[config.mk]
export PLATFORM = sky130hd
export DESIGN_NAME = decode_stage_flat
export DESIGN_NICKNAME = d
export VERILOG_FILES = /design/src/rtl/decode_stage_if.sv /design/src/rtl/decode_stage.sv /design/src/flat_wrapper.sv
export SDC_FILE = /design/constraint.sdc
export NUM_CORES = 1
export LEC_CHECK = 0
export CAP_MARGIN = 20
export CORE_UTILIZATION = 23
export DETAILED_ROUTE_END_ITERATION = 12
export DONT_BUFFER_PORTS = 1
export HOLD_SLACK_MARGIN = 0.15
export PLACE_DENSITY = 0.45
export SYNTH_ARGS = -nofsm -noshare
export SYNTH_HDL_FRONTEND = slang
export SYNTH_SLANG_ARGS = --single-unit
[constraint.sdc]
create_clock -name clk -period 6.5 [get_ports clk]
set_clock_uncertainty 0.05 [all_clocks]
set_input_delay 1.625 -clock clk [delete_from_list [all_inputs] [get_ports clk]]
set_output_delay 1.625 -clock clk [all_outputs]
set_load 0.05 [all_outputs]
[src/rtl/decode_stage_if.sv]
// Bus bundle for the decode stage: fetch-side handshake, execute-side
// handshake with decoded fields, writeback release, flush and status.
interface decode_stage_if #(
   parameter int IW  = 32,
   parameter int OPW = 4,
   parameter int AW  = 5,
   parameter int NW  = 8,
   parameter int CW  = 16
);
   logic           in_valid;
   logic           in_ready;
   logic [IW-1:0]  in_instr;
   logic           out_valid;
   logic           out_ready;
   logic [OPW-1:0] out_opcode;
   logic [AW-1:0]  out_addr1;
   logic [AW-1:0]  out_addr2;
   logic [AW-1:0]  out_addr3;
   logic [NW-1:0]  out_number;
   logic           out_wr;
   logic           wb_valid;
   logic [AW-1:0]  wb_addr;
   logic           flush;
   logic [CW-1:0]  stall_cnt;
   logic           busy;

   // The decode stage itself
   modport slave (
      input  in_valid, in_instr, out_ready, wb_valid, wb_addr, flush,
      output in_ready, out_valid, out_opcode, out_addr1, out_addr2,
             out_addr3, out_number, out_wr, stall_cnt, busy
   );

   // Whatever surrounds the stage (fetch, execute, writeback)
   modport master (
      output in_valid, in_instr, out_ready, wb_valid, wb_addr, flush,
      input  in_ready, out_valid, out_opcode, out_addr1, out_addr2,
             out_addr3, out_number, out_wr, stall_cnt, busy
   );
endinterface

[src/rtl/decode_stage.sv]
// Registered, handshaked instruction decode stage. Splits the instruction
// into opcode / addr1 / addr2 / addr3 / number, tracks pending register
// writes in a scoreboard and stalls fetch on read-after-write hazards.
module decode_stage #(
   parameter int                IW        = 32,
   parameter int                OPW       = 4,
   parameter int                AW        = 5,
   parameter int                NW        = 8,
   parameter logic [2**OPW-1:0] NOWR_MASK = '0,
   parameter logic [2**OPW-1:0] IMM_MASK  = '0,
   parameter int                CW        = 16
) (
   input  logic          clk,
   input  logic          rst_n,
   decode_stage_if.slave bus
);

   localparam int            NREG      = 2**AW;
   localparam logic [CW-1:0] STALL_MAX = '1;

   // The fields must fit side by side inside the instruction word
   generate
      if (OPW + 3*AW + NW > IW) begin : g_badFieldLayout
         $error("decode_stage: OPW+3*AW+NW exceeds IW");
      end
   endgenerate

   logic [OPW-1:0]  w_opcode;
   logic [AW-1:0]   w_addr1;
   logic [AW-1:0]   w_addr2;
   logic [AW-1:0]   w_addr3;
   logic [NW-1:0]   w_number;
   logic            w_writes;
   logic [NREG-1:0] w_sbView;
   logic            w_hazard;
   logic            w_inReady;
   logic            w_accept;
   logic [NREG-1:0] w_sbNext;

   logic            r_outValid;
   logic [OPW-1:0]  r_opcode;
   logic [AW-1:0]   r_addr1;
   logic [AW-1:0]   r_addr2;
   logic [AW-1:0]   r_addr3;
   logic [NW-1:0]   r_number;
   logic            r_wr;
   logic [NREG-1:0] r_sb;
   logic [CW-1:0]   r_stallCnt;

   assign w_opcode = bus.in_instr[IW-1 -: OPW];
   assign w_addr1  = bus.in_instr[IW-OPW-1 -: AW];
   assign w_addr2  = bus.in_instr[IW-OPW-AW-1 -: AW];
   assign w_addr3  = bus.in_instr[IW-OPW-2*AW-1 -: AW];
   assign w_number = bus.in_instr[NW-1:0];

   // Register 0 is hardwired, so a write to it is never tracked
   assign w_writes = ~NOWR_MASK[w_opcode] & (w_addr1 != '0);

   // Register 0 can never be pending, whatever the scoreboard holds
   assign w_sbView = {r_sb[NREG-1:1], 1'b0};

   // Hazard uses the registered scoreboard only, so a writeback arriving
   // this cycle releases the stall no earlier than the next cycle
   assign w_hazard = bus.in_valid &
                     (w_sbView[w_addr2] | (w_sbView[w_addr3] & ~IMM_MASK[w_opcode]));

   assign w_inReady = ~w_hazard & (~r_outValid | bus.out_ready) & ~bus.flush;
   assign w_accept  = bus.in_valid & w_inReady;

   // Next scoreboard: writeback clears first, then a new writer sets, so a
   // same-address set wins; flush wipes everything including writeback
   always_comb begin
      w_sbNext = r_sb;
      if (bus.flush) begin
         w_sbNext = '0;
      end else begin
         if (bus.wb_valid) begin
            w_sbNext[bus.wb_addr] = 1'b0;
         end
         if (w_accept && w_writes) begin
            w_sbNext[w_addr1] = 1'b1;
         end
      end
   end

   // Output register: load on accept, drop valid when consumed, otherwise
   // hold every field stable while execute is applying backpressure
   always_ff @(posedge clk or negedge rst_n) begin
      if (!rst_n) begin
         r_outValid <= 1'b0;
         r_opcode   <= '0;
         r_addr1    <= '0;
         r_addr2    <= '0;
         r_addr3    <= '0;
         r_number   <= '0;
         r_wr       <= 1'b0;
      end else if (bus.flush) begin
         r_outValid <= 1'b0;
      end else if (w_accept) begin
         r_outValid <= 1'b1;
         r_opcode   <= w_opcode;
         r_addr1    <= w_addr1;
         r_addr2    <= w_addr2;
         r_addr3    <= w_addr3;
         r_number   <= w_number;
         r_wr       <= w_writes;
      end else if (bus.out_ready) begin
         r_outValid <= 1'b0;
      end
   end

   // Scoreboard of registers with a write still in flight
   always_ff @(posedge clk or negedge rst_n) begin
      if (!rst_n) begin
         r_sb <= '0;
      end else begin
         r_sb <= w_sbNext;
      end
   end

   // Saturating count of cycles spent stalled on a hazard; flush does not
   // reset it so it survives pipeline recovery
   always_ff @(posedge clk or negedge rst_n) begin
      if (!rst_n) begin
         r_stallCnt <= '0;
      end else if (w_hazard && !bus.flush && r_stallCnt != STALL_MAX) begin
         r_stallCnt <= r_stallCnt + CW'(1);
      end
   end

   assign bus.in_ready   = w_inReady;
   assign bus.out_valid  = r_outValid;
   assign bus.out_opcode = r_opcode;
   assign bus.out_addr1  = r_addr1;
   assign bus.out_addr2  = r_addr2;
   assign bus.out_addr3  = r_addr3;
   assign bus.out_number = r_number;
   assign bus.out_wr     = r_wr;
   assign bus.stall_cnt  = r_stallCnt;
   assign bus.busy       = |r_sb;

endmodule

[src/flat_wrapper.sv]
// flat-port wrapper written by rule: the top's interface ports become plain ports
module decode_stage_flat 
#(
   parameter int                IW        = 32,
   parameter int                OPW       = 4,
   parameter int                AW        = 5,
   parameter int                NW        = 8,
   parameter logic [2**OPW-1:0] NOWR_MASK = '0,
   parameter logic [2**OPW-1:0] IMM_MASK  = '0,
   parameter int                CW        = 16
)
  (clk, rst_n, bus_in_valid, bus_in_instr, bus_out_ready, bus_wb_valid, bus_wb_addr, bus_flush, bus_in_ready, bus_out_valid, bus_out_opcode, bus_out_addr1, bus_out_addr2, bus_out_addr3, bus_out_number, bus_out_wr, bus_stall_cnt, bus_busy);
  decode_stage_if #(.IW(IW), .OPW(OPW), .AW(AW), .NW(NW), .CW(CW)) bus_i ();
  input  logic clk;
  input  logic rst_n;
  input wire logic [$bits(bus_i.in_valid)-1:0] bus_in_valid;
  input wire logic [$bits(bus_i.in_instr)-1:0] bus_in_instr;
  input wire logic [$bits(bus_i.out_ready)-1:0] bus_out_ready;
  input wire logic [$bits(bus_i.wb_valid)-1:0] bus_wb_valid;
  input wire logic [$bits(bus_i.wb_addr)-1:0] bus_wb_addr;
  input wire logic [$bits(bus_i.flush)-1:0] bus_flush;
  output wire logic [$bits(bus_i.in_ready)-1:0] bus_in_ready;
  output wire logic [$bits(bus_i.out_valid)-1:0] bus_out_valid;
  output wire logic [$bits(bus_i.out_opcode)-1:0] bus_out_opcode;
  output wire logic [$bits(bus_i.out_addr1)-1:0] bus_out_addr1;
  output wire logic [$bits(bus_i.out_addr2)-1:0] bus_out_addr2;
  output wire logic [$bits(bus_i.out_addr3)-1:0] bus_out_addr3;
  output wire logic [$bits(bus_i.out_number)-1:0] bus_out_number;
  output wire logic [$bits(bus_i.out_wr)-1:0] bus_out_wr;
  output wire logic [$bits(bus_i.stall_cnt)-1:0] bus_stall_cnt;
  output wire logic [$bits(bus_i.busy)-1:0] bus_busy;
  assign bus_i.in_valid = bus_in_valid;
  assign bus_i.in_instr = bus_in_instr;
  assign bus_i.out_ready = bus_out_ready;
  assign bus_i.wb_valid = bus_wb_valid;
  assign bus_i.wb_addr = bus_wb_addr;
  assign bus_i.flush = bus_flush;
  assign bus_in_ready = bus_i.in_ready;
  assign bus_out_valid = bus_i.out_valid;
  assign bus_out_opcode = bus_i.out_opcode;
  assign bus_out_addr1 = bus_i.out_addr1;
  assign bus_out_addr2 = bus_i.out_addr2;
  assign bus_out_addr3 = bus_i.out_addr3;
  assign bus_out_number = bus_i.out_number;
  assign bus_out_wr = bus_i.out_wr;
  assign bus_stall_cnt = bus_i.stall_cnt;
  assign bus_busy = bus_i.busy;
  decode_stage #(.IW(IW), .OPW(OPW), .AW(AW), .NW(NW), .NOWR_MASK(NOWR_MASK), .IMM_MASK(IMM_MASK), .CW(CW)) u_core (.clk(clk), .rst_n(rst_n), .bus(bus_i));
endmodule
==> metrics.md, run 1 <==
| Metric | Value |
|---|---|
| Fmax | `189.2 MHz` |
| Core footprint | `approximately 17000 sq um` |
| GRT Total Usage | `13.60%` |
| Post-route ant nets | `0` |
| CP Class | `in2out` |
| Total gr overflow | `0` |
| Setup bufs post-CTS | `0` |
| Initial antenna violation count | `1` |
| Startpoint Class | `primary input` |
| R2r setup slk | `3.38 ns` |
| Number of buffers inserted by port buffering | `0` |
| GP Congestion | `0.8033` |
| Vias in the first global route | `3078` |
| # Max-Cap Violations | `0` |
| Clock Tree Buf Depth | `2` |
| Net Sw Frac | `35.10%` |
| Initial Utilization | `23.54%` |
| Routing usage on met2 | `20.93%` |
| Post-synth top area share | `47.33%` |
| Worst-path fanout max | `11` |
| TNS Setup | `0 ns` |
| Final net count | `slightly below 400` |
| Pin count of the biggest net entering global routing | `78` |
| Detail Placement HPWL | `8130 um` |
| Cell area after layout | `4578 sq um` |
| Area growth, synth to finish | `12.45%` |
| Wirelength per Cell | `20.53 um` |
| CP Data Arrival Time | `3.61 ns` |
| Final min period | `5.285 ns` |
| DRC viols | `0` |
| DP Worst Slack | `1.206 ns` |
| Cts bufs inserted | `9` |
| Internal power | `around 0.85 mW` |
| Seq/Total Area, Yosys | `47.33%` |
| Synthesized flop and latch total | `77` |
| Worst-margin pin slew | `0.9038 ns` |
| Via count | `2894` |
| Core Rows | `48` |
| Post-synth cell types | `38` |
| Syn nets | `between 400 and 500` |
| CP endpoint kind | `output pin` |
| Root buf cell | `clkbuf_16` |
| Grt met1 use | `17.68%` |
| CP bufs+invs | `1` |
| Share of cells above drive strength 1 | `19.44%` |
| Synth area leader | `dfrtp_1` |
| Clk_lat worst skew | `~0.35 ns` |
| Final period utilization | `81.30%` |
| Routed WL | `around 12000 um` |
| Max VDD drop | `0.1210 mV` |
| Delay-heaviest family, CP | `simple AND/OR/NAND/NOR gates` |
| Gr busiest metal | `met2` |
| Chip height | `135.0 um` |
| Reg power frac | `55.4%` |
| Reg clk slew, reported paths | `0.07 ns` |
| Crit-path slowest cell | `nor4_2` |
| Vias/cell | `4.990` |
| Status | `complete, no violations` |
| HP Class | `reg2reg` |
| Number of synthesis warnings | `0` |
| Number of diodes | `0` |
| Syn Inst Count | `357` |
| Tot Pwr | `1.303 mW` |
| Register area | `slightly below 2000 sq um` |
| First-pass GRT wire length | `around 18000 um` |
| Footprint of the multi-input gates | `2061 sq um` |
| Clock power frac | `a little under two fifths` |
| Comb power frac | `7.7%` |
| Synth Area per Inst | `11.40 sq um` |
| Final setup vio count | `0` |
| Worst EP required | `4.83 ns` |
| FILL cells | `1818` |
| Die Wd | `135.0 um` |
| Post_cts resized | `0` |
| Post-layout util | `26.47%` |
| Pre-Repair DR Iteration Count | `4` |
| Hold-fix buffers, CTS | `0` |
| H-tree depth | `3` |
| Power density over cell area | `approximately 280 nW/um^2` |
| GR Util met3 | `3.491%` |
| Largest stage delay on the critical path | `0.56 ns` |
| Die Area | `18240 sq um` |
| Placed inst area | `4299 sq um` |
| Initial DRC count | `between 150 and 200` |
| Largest cells by area after synthesis | `dfrtp_1, mux4_2, mux2_2` |
| Leak | `1.752 nW` |
| CTS tree | `done` |
| Sequence of cells on the critical path | `mux4_2 > nand2b_1 > o2111a_1 > nor4_2 > nand2_1 > a211oi_2 > buf_4` |
| RSZ-0062 raised after global routing | `false` |
| Cell Area, Synth | `4071 sq um` |
| Setup WS post-layout | `1.215 ns` |
| Max_slew headroom | `39.62%` |
| Clk sinks | `77` |
| I/O Pins | `90` |
| P_sw | `0.4575 mW` |
| Hold Vio Cnt, Final | `0` |
| Fin. max-slew vios | `0` |
logic make-up (layout without fill, tap and decap cells):
| kind of cell | after synthesis | count (layout) | synth area share (%) |
|---|---|---|---|
| buffers and inverters | 22 | 20 | 2.305 |
| and+or+nand+nor | 134 | 134 | 19.73 |
| DFF | 77 | 77 | 47.33 |
| adders and majority gates | 1 | 1 | 0.3073 |
| AOI/OAI and AO/OA | 56 | 56 | 9.158 |
| xor gates and xnor gates | 15 | 15 | 3.227 |
| muxes | 52 | 52 | 17.95 |
final cells by class:
| type | count | share of cell area (%) |
|---|---|---|
| inverter | 1 | 0.08199 |
| multi-input combinational | 258 | 45.01 |
| clock inverter | 5 | 0.7926 |
| tap | 225 | 6.149 |
| sequential | 77 | 42.09 |
| clock buffer | 11 | 5.302 |
| timing repair buffer | 3 | 0.5739 |
cell usage in the layout, fill, tap and decap left out, types with 4 or more instances in the layout:
master / instances
clkbuf_16: 9
dfrtp_1: 77
mux2_2: 27
mux2i_1: 10
mux4_2: 14
nand2_1: 27
nand2b_1: 4
nand3_1: 10
nand3b_1: 23
nand4_1: 7
nor2_1: 6
nor2b_1: 18
nor3_1: 4
nor3b_1: 8
nor4_1: 8
o21ai_0: 18
o31ai_1: 31
xnor2_1: 14
metal layers:
metal | wire length [um] | vias up
met5 | 0 | -
met4 | 244 | 0
met3 | 840 | 15
met2 | 5437 | 87
met1 | 5384 | 1467
li1 | - | 1325
registers in the layout (all words and copies together) (netlist names):
| signal | count |
|---|---|
| u_core.bus.out_wr | 1 |
| u_core.bus.stall_cnt | 16 |
| u_core.bus.out_addr1 | 5 |
| u_core.bus.out_valid | 1 |
| u_core.bus.out_opcode | 4 |
| u_core.bus.out_addr2 | 5 |
| u_core.r_sb | 32 |
| u_core.bus.out_number | 8 |
| u_core.bus.out_addr3 | 5 |
power groups by stage:
stage	logic (mW)	clock network [mW]	registers, mW
final	0.100	0.481	0.722
after global placement	0.0980	0	0.732
after floorplan	0.0924	0	0.722
after CTS	0.102	0.501	0.724
after global routing	0.111	0.520	0.730
after detailed placement	0.101	0	0.734
path summary, 6_finish.rpt:
| check | startpoint | end | depth (start not counted) |
|---|---|---|---|
| worst max-delay path | bus_in_instr[20] | bus_in_ready | 7 |
| worst min-delay path | u_core.r_sb[18] | u_core.r_sb[18] | 2 |
| worst max register to register | u_core.r_sb[31] | u_core.bus.out_addr3[2] | 7 |
| worst min register to register | u_core.r_sb[18] | u_core.r_sb[18] | 2 |
| max in group asynchronous | rst_n | u_core.r_sb[29] | 0 |
| min in group asynchronous | rst_n | u_core.bus.out_opcode[0] | 0 |
worst register-to-register path: cells and delay by family, from the launching register on:
kind                   cells  cell delay, ns
multiplexers               2            0.87
buffers and inverters      1            0.43
AO/OA/AOI/OAI              1            0.15
AND/OR/NAND/NOR            3            1.06
flip-flops                 1            0.44
Yosys cell counts:
master	instances
a211oi_1	1
a21oi_1	3
a31o_2	1
and2_1	3
and3_1	3
and3b_1	1
and4_1	2
buf_1	2
buf_2	6
buf_4	1
clkbuf_1	12
dfrtp_1	77
ha_1	1
inv_1	1
mux2_1	1
mux2_2	27
mux2i_1	10
mux4_2	14
nand2_1	27
nand2b_1	4
nand3_1	11
nand3b_1	23
nand4_1	7
nor2_1	6
nor2b_1	18
nor3_1	4
nor3b_1	8
nor4_1	8
nor4_2	2
o2111a_1	1
o211ai_1	1
o21ai_0	18
o31ai_1	31
or2_2	2
or3_1	2
or3b_2	3
xnor2_1	14
xor2_1	1
stage by stage:
stage	hold slack, ns	instances
after floorplan	0.4407	357
after global placement	0.4962	563
after detailed placement	0.5126	564
after CTS	0.5303	580
after global routing	0.5676	580
final	0.5297	580
(Power assumes the default switching activity.)
==> inputs of run 2 (changes only) <==
Settings changed: ABC_AREA set to 1.
Clock period 6.5 ns to 5.21 ns, I/O delays scaled along.
==> run 2 against run 1 <==
Utilization decreased by 0.72 points. Largest power group unchanged. Global-route usage increased by 1.2 points. Area after synthesis increased by 21%. Design area increased by 18%. Synthesized cell count increased by 110%. Largest cell class unchanged. Clock-buffer cell count unchanged. Sequential power increased by 66%. Highest routed layer unchanged. Sequential cell count unchanged. Die area increased by 21%.
==> metrics.md, run 2 <==
| Metric | Value |
|---|---|
| Status | `complete, no violations` |
| Levels on crit path | `12 (+5)` |
| H-tree depth | `3 (unchanged)` |
| Synth Flop Type | `dfrtp_1` |
| CP Class | `in2out` |
| Delay-heaviest family, CP | `simple AND/OR/NAND/NOR gates` |
| CP Data Arrival Time | `2.64 ns (-0.97 ns)` |
| Fmax | `between 200 and 300 MHz` |
| # Max-Cap Violations | `0 (unchanged)` |
| Initial antenna violation count | `0 (-1)` |
| Setup bufs post-CTS | `0 (unchanged)` |
| Chip height | `148.6 um (+10%)` |
| CTS tree | `done` |
| Number of synthesis warnings | `0 (unchanged)` |
| CP bufs+invs | `2 (+1)` |
| Core footprint | `21020 sq um (+22%)` |
| Max reg flops | `32 (unchanged)` |
| Syn nets | `776 (+94%)` |
| Synth Area per Inst | `6.752 sq um (-41%)` |
| Core Rows | `53 (+10%)` |
| Post_cts resized | `0 (unchanged)` |
| Worst-margin pin slew | `0.9293 ns (+0.02552 ns)` |
| TNS Setup | `0 ns (unchanged)` |
| Power density over cell area | `415.5 nW/um^2 (+46%)` |
| Pin count of the biggest net entering global routing | `78 (unchanged)` |
| Routing usage on met2 | `22.66% (+1.7 points)` |
| Synth Area in Simple Gates | `36.20% (+16 points)` |
| Cts bufs inserted | `9 (unchanged)` |
| Vias/cell | `4.506 (-9.7%)` |
| Wirelength per Cell | `15.93 um (-22%)` |
| Leak | `2.629 nW (+50%)` |
| Placed cells | `986 (+75%)` |
| Gr busiest metal | `met2` |
| GR Util met3 | `3.589% (+0.098 points)` |
| Pre-Repair DR Iteration Count | `5 (+1)` |
| Max VDD drop | `0.1335 mV (+10%)` |
| Hold-fix buffers, CTS | `0 (unchanged)` |
| Xor and xnor area share after synthesis | `2.127% (-1.1 points)` |
| Number of buffers inserted by port buffering | `0 (unchanged)` |
| Grt met1 use | `20.06% (+2.4 points)` |
| Most frequent cells in the layout | `nand2_1, inv_1, dfrtp_1` |
| Routed WL | `15940 um (+34%)` |
| Non-filler cells, final | `1001 (+73%)` |
| First-pass GRT wire length | `24360 um (+33%)` |
| Reg2Reg Capture Point | `u_core.r_sb[12]` |
| Post-synth top cells | `nand2_1, inv_1, dfrtp_1` |
| Post-route ant nets | `0 (unchanged)` |
| R2r setup slk | `2.58 ns (-0.80 ns)` |
| Final period utilization | `76.58%` |
| Via count | `4511 (+56%)` |
| Die Wd | `148.6 um (+10%)` |
| Startpoint Class | `primary input` |
| Area growth, synth to finish | `9.519%` |
| HP Class | `reg2reg` |
| Crit path from | `bus_in_instr[14]` |
| Crit-path slowest cell | `buf_4` |
| Largest cells by area after synthesis | `dfrtp_1, nand2_1, inv_1` |
| Seq/Total Area, Yosys | `38.99% (-8.3 points)` |
| Post-synthesis compound-gate area fraction | `9.772% (+0.61 points)` |
| Final min period | `around 4 ns` |
| Largest stage delay on the critical path | `0.22 ns (-0.34 ns)` |
| Setup crit end | `bus_in_ready` |
| Synthesized flop and latch total | `77 (unchanged)` |
| Root buf cell | `clkbuf_16` |
| Hold Vio Cnt, Final | `0 (unchanged)` |
| Largest family of logic cells by synthesized area | `simple AND/OR/NAND/NOR gates` |
| Final net count | `766 (+94%)` |
| CP endpoint kind | `output pin` |
| Number of diodes | `0 (unchanged)` |
| RSZ-0062 raised after global routing | `false` |
| Commonest non-fill, non-tap cell in the layout | `nand2_1` |
| Clock Tree Buf Depth | `2 (unchanged)` |
| Synth area leader | `dfrtp_1` |
| Clk_lat worst skew | `0.34 ns (about the same)` |
| Max_slew headroom | `37.82% (-1.8 points)` |
| Worst EP required | `3.86 ns (-0.97 ns)` |
| Mux cell area share after synthesis | `0% (-18 points)` |
| Vias in the first global route | `4176 (+36%)` |
| Setup WS post-layout | `1.220 ns (+0.004880 ns)` |
| R2R Path Start | `u_core.bus.out_valid` |
| GRT Total Usage | `14.82% (+1.2 points)` |
| Worst-path fanout max | `9 (-2)` |
| Worst path most repeated cell | `nand2_1` |
| Initial Utilization | `23.51% (-0.028 points)` |
| Sequence of cells on the critical path | `inv_2 > nand3_1 > nand3_1 > nand2_1 > nand2_1 > nand2_1 > nand2_1 > nand2_1 > nor2_4 > nor2_2 > nor3_2 > buf_4` |
| Synth Area in Adders | `0.2532% (-0.054 points)` |
| Share of cells above drive strength 1 | `5.234% (-14 points)` |
| I/O Pins | `90 (unchanged)` |
| Clk sinks | `77 (unchanged)` |
| Reg clk slew, reported paths | `0.06 ns (about the same)` |
| Total gr overflow | `0 (unchanged)` |
| Detail Placement HPWL | `11040 um (+36%)` |
| DRC viols | `0 (unchanged)` |
| Post-synth top area share | `38.99% (-8.3 points)` |
| Post-synth cell types | `34 (-11%)` |
| Die Area | `22080 sq um (+21%)` |
| Async SR Flop Fraction | `100.0% (unchanged)` |
| GP Congestion | `0.8424 (+4.9%)` |
| EDFF count, synth | `0 (unchanged)` |
| Most numerous cell in the Yosys netlist | `nand2_1` |
| Final setup vio count | `0 (unchanged)` |
| DP Worst Slack | `1.208 ns (+0.001950 ns)` |
| Syn Inst Count | `732 (+110%)` |
| Top reg by flops | `u_core.r_sb` |
| Fin. max-slew vios | `0 (unchanged)` |
| Register-to-Register Path Depth | `9 (+2)` |
| Initial DRC count | `330 (+72%)` |
| Cell Area, Synth | `4942 sq um (+21%)` |
-- run 2: cell count changes after synthesis, moves of 14 or more --
cell | previous run | this run
nand3_1 | 11 | 58
mux2_2 | 27 | 0
mux4_2 | 14 | 0
nor2b_1 | 18 | 0
nor2_1 | 6 | 47
o31ai_1 | 31 | 0
inv_1 | 1 | 103
nand3b_1 | 23 | 0
nor3_1 | 4 | 28
nand2_1 | 27 | 266
a21oi_1 | 3 | 57
-- run 2: cells by family (layout without fill, tap and decap cells) --
group	count (synthesis)	after routing
simple gates	420	420
compound gates	90	90
xor+xnor	12	12
flops	77	77
buf+inv	132	126
fa+ha+maj	1	1
-- run 2: worst min-delay path by stage --
stage                   startpoint              to  cells after the start
finish              u_core.r_sb[0]  u_core.r_sb[0]                      2
global route        u_core.r_sb[0]  u_core.r_sb[0]                      2
CTS                 u_core.r_sb[0]  u_core.r_sb[0]                      2
detailed placement  u_core.r_sb[0]  u_core.r_sb[0]                      2
global placement    u_core.r_sb[0]  u_core.r_sb[0]                      2
floorplan           u_core.r_sb[0]  u_core.r_sb[0]                      2
-- run 2: where the power goes --
| group | switching (mW) | total, mW | internal [mW] |
|---|---|---|---|
| registers | 0.489 | 1.20 | 0.714 |
| clock network | 0.264 | 0.658 | 0.393 |
| logic | 0.245 | 0.388 | 0.142 |
-- run 2: final cells by class --
type,count,area [sq um]
clock buffers,11,252.7
clock inverters,4,47.55
fillers,2363,15610
inverters,107,416.7
multi-input cells,523,2395
flip-flops and latches,77,1927
well taps,275,344.1
repair buffers,4,30.03
-- run 2: worst register-to-register path: stages, from the launching register on --
cell	delay [ns]
dfrtp_1	0.56
nand2_1	0.20
inv_1	0.08
nor2_1	0.29
nand4_4	0.12
buf_4	0.28
nor2_4	0.65
nand2_1	0.14
nand2_1	0.12
nor2_1	0.05
-- run 2: per-layer routing --
layer | vias to the layer above | wire, um | share of wire [%]
met4 | 0 | 284 | 1.8
met2 | 122 | 7207 | 45
met5 | - | 0 | 0
met3 | 17 | 929 | 5.8
met1 | 2094 | 7521 | 47
li1 | 2278 | - | -
-- run 2: per-stage QoR --
step | power [mW] | util [%] | instance area [sq um] | hold slack, ns
3_3_place_gp | 1.605 | 24.32 | 5112 | 0.4474
5_1_grt | 2.378 | 25.75 | 5413 | 0.5046
6_report | 2.249 | 25.75 | 5413 | 0.4631
4_1_cts | 2.275 | 25.75 | 5413 | 0.4697
2_1_floorplan | 1.519 | - | 4942 | 0.4234
3_5_place_dp | 1.608 | 24.32 | 5112 | 0.4602
==> inputs of run 3 (changes only) <==
Clock period 5.21 ns to 4.2 ns, I/O delays scaled along.
==> run 3 against run 2 <==
First-iteration DRC count is 0.61% higher. Die area stayed put. Sequential share of layout area is 0.37 points lower. Largest cell class unchanged. Combinational power is 24% higher. Utilization is 0.27 points higher. Clock power is 41% higher. Clock-buffer cell count stayed put. Hold slack worse by 0.11 ns. Critical endpoint unchanged. Critical path depth stayed put. Register-to-register slack worse by 0.87 ns. Design area is 1.1% higher. Sequential power is 24% higher.
==> metrics.md, run 3 (synthesis results as in run 2) <==
| Metric | Value |
|---|---|
| Post-layout util | `26.02% (+0.27 points)` |
| TNS Setup | `0 ns (unchanged)` |
| Core footprint | `21020 sq um (unchanged)` |
| Status | `complete, no violations` |
| Fin. max-slew vios | `0 (unchanged)` |
| Clock power frac | `31.9% (+2.6 points)` |
| Startpoint Class | `primary input` |
| Reg clk slew, reported paths | `0.07 ns (about the same)` |
| Area growth, synth to finish | `10.68%` |
| DRC viols | `0 (unchanged)` |
| Max_slew headroom | `38.27% (+0.45 points)` |
| FILL cells | `2343 (-0.85%)` |
| Pin count of the biggest net entering global routing | `78 (unchanged)` |
| Post-route ant nets | `0 (unchanged)` |
| Fmax | `288.2 MHz` |
| CP Class | `in2out` |
| H-tree depth | `3 (unchanged)` |
| Hold Vio Cnt, Final | `0 (unchanged)` |
| Chip height | `148.6 um (unchanged)` |
| Root buf cell | `clkbuf_16` |
| Pre-Repair DR Iteration Count | `5 (unchanged)` |
| Net Sw Frac | `42.72% (-1.7 points)` |
| Worst EP required | `3.10 ns (-0.76 ns)` |
| First-pass GRT wire length | `24380 um (+0.11%)` |
| Internal power | `1.662 mW (+33%)` |
| Clk_lat worst skew | `0.34 ns (about the same)` |
| Commonest non-fill, non-tap cell in the layout | `nand2_1` |
| Die Wd | `148.6 um (unchanged)` |
| CTS tree | `done` |
| Max reg flops | `32 (unchanged)` |
| Detail Placement HPWL | `11070 um (+0.27%)` |
| CP Data Arrival Time | `2.37 ns (-0.27 ns)` |
| CP endpoint kind | `output pin` |
| Clock Tree Buf Depth | `2 (unchanged)` |
| Most frequent cells in the layout | `nand2_1, inv_1, dfrtp_1` |
| Footprint of the multi-input gates | `2395 sq um (unchanged)` |
| Core Rows | `53 (unchanged)` |
| Setup bufs post-CTS | `0 (unchanged)` |
| Worst-margin pin slew | `0.9225 ns (-0.006751 ns)` |
| R2R Path Start | `u_core.bus.stall_cnt[0]` |
| Leak | `2.657 nW (+1.1%)` |
| Power density over cell area | `530.5 nW/um^2 (+28%)` |
| Total gr overflow | `0 (unchanged)` |
| Via count | `4553 (+0.93%)` |
| Share of cells above drive strength 1 | `5.357% (+0.12 points)` |
| HP Class | `in2async` |
| I/O Pins | `90 (unchanged)` |
| Hold-fix buffers, CTS | `0 (unchanged)` |
| Final min period | `3.469 ns` |
| Comb power frac | `16.6% (-0.6 points)` |
| Placed inst area | `5120 sq um (+0.15%)` |
| Post_cts resized | `0 (unchanged)` |
| Number of diodes | `0 (unchanged)` |
| Cell area after layout | `5470 sq um (+1.1%)` |
| Final setup vio count | `0 (unchanged)` |
| Initial Utilization | `23.51% (unchanged)` |
| GRT Total Usage | `14.78% (-0.037 points)` |
| Initial antenna violation count | `0 (unchanged)` |
| Vias in the first global route | `4340 (+3.9%)` |
| Max VDD drop | `0.2115 mV (+58%)` |
| Vias/cell | `4.539 (+0.73%)` |
| Final net count | `767 (+0.13%)` |
| Cts bufs inserted | `9 (unchanged)` |
| Clk sinks | `77 (unchanged)` |
| RSZ-0062 raised after global routing | `false` |
| GP Congestion | `0.8439 (+0.18%)` |
| Worst-path fanout max | `9 (unchanged)` |
| Register area | `1927 sq um (unchanged)` |
| Crit path from | `bus_in_instr[14]` |
| P_sw | `1.240 mW (+24%)` |
| Wirelength per Cell | `15.84 um (-0.55%)` |
| Initial DRC count | `332 (+0.61%)` |
| Routed WL | `15890 um (-0.35%)` |
| # Max-Cap Violations | `0 (unchanged)` |
| Number of buffers inserted by port buffering | `0 (unchanged)` |
| Top reg by flops | `u_core.r_sb` |
| Reg power frac | `51.5% (-2.0 points)` |
| Final period utilization | `82.60%` |
| Die Area | `22080 sq um (unchanged)` |
run 3: cell types whose count changed in the layout (fill, tap and decap cells not counted), sizes merged:
cell,previous run,this run
clkinvlp,1,0
buf,4,5
bufinv,1,3
run 3: cell type report:
cell class                      instances  share of cell area [%]
Tap cell                              275                   6.290
Timing Repair Buffer                    5                  0.6862
Clock buffer                           11                   4.437
Clock inverter                          5                   1.967
Multi-Input combinational cell        523                   43.78
Sequential cell                        77                   35.22
Inverter                              107                   7.617
run 3: worst paths after layout:
kind / endpoint / slack [ns] / cells after the start
max: bus_in_ready / 0.73 / 12
min: u_core.r_sb[5] / 0.35 / 0
max reg2reg: u_core.bus.stall_cnt[12] / 1.71 / 8
min reg2reg: u_core.r_sb[0] / 0.46 / 2
max in group asynchronous: u_core.r_sb[4] / 3.57 / 0
min in group clk: u_core.r_sb[0] / 0.46 / 2
run 3: layer usage:
layer	share of wire, %	vias to the layer above	global-route usage (%)
li1	-	2279	-
met1	47	2144	19.71
met2	46	110	23.06
met3	4.8	20	2.638
met4	2.2	0	6.907
met5	0	-	0
run 3: critical path, cell delays in order:
cell	delay, ns
inv_2	0.20
nand3_1	0.11
nand3_1	0.09
nand2_1	0.06
nand2_1	0.10
nand2_1	0.06
nand2_1	0.05
nand2_1	0.07
nor2_4	0.17
nor2_2	0.08
nor3_2	0.10
buf_4	0.22
run 3: power groups by stage:
stage / Clock, mW / Combinational, mW / Sequential (mW)
final: 0.927 / 0.482 / 1.49
after global routing: 0.989 / 0.556 / 1.52
after CTS: 0.953 / 0.486 / 1.50
after detailed placement: 0 / 0.483 / 1.51
after global placement: 0 / 0.479 / 1.51
after floorplan: 0 / 0.415 / 1.47
run 3: per-stage QoR:
stage               cells  total power, mW  hold slack [ns]  setup WS [ns]
CTS                  1003            2.938           0.3299         0.6993
finish               1003            2.902           0.3487         0.7307
detailed placement    987            1.996           0.4575         0.7028
global placement      987            1.991           0.4482         0.6900
global route         1003            3.066           0.3296         0.5949
floorplan             732            1.885           0.4234        0.05610
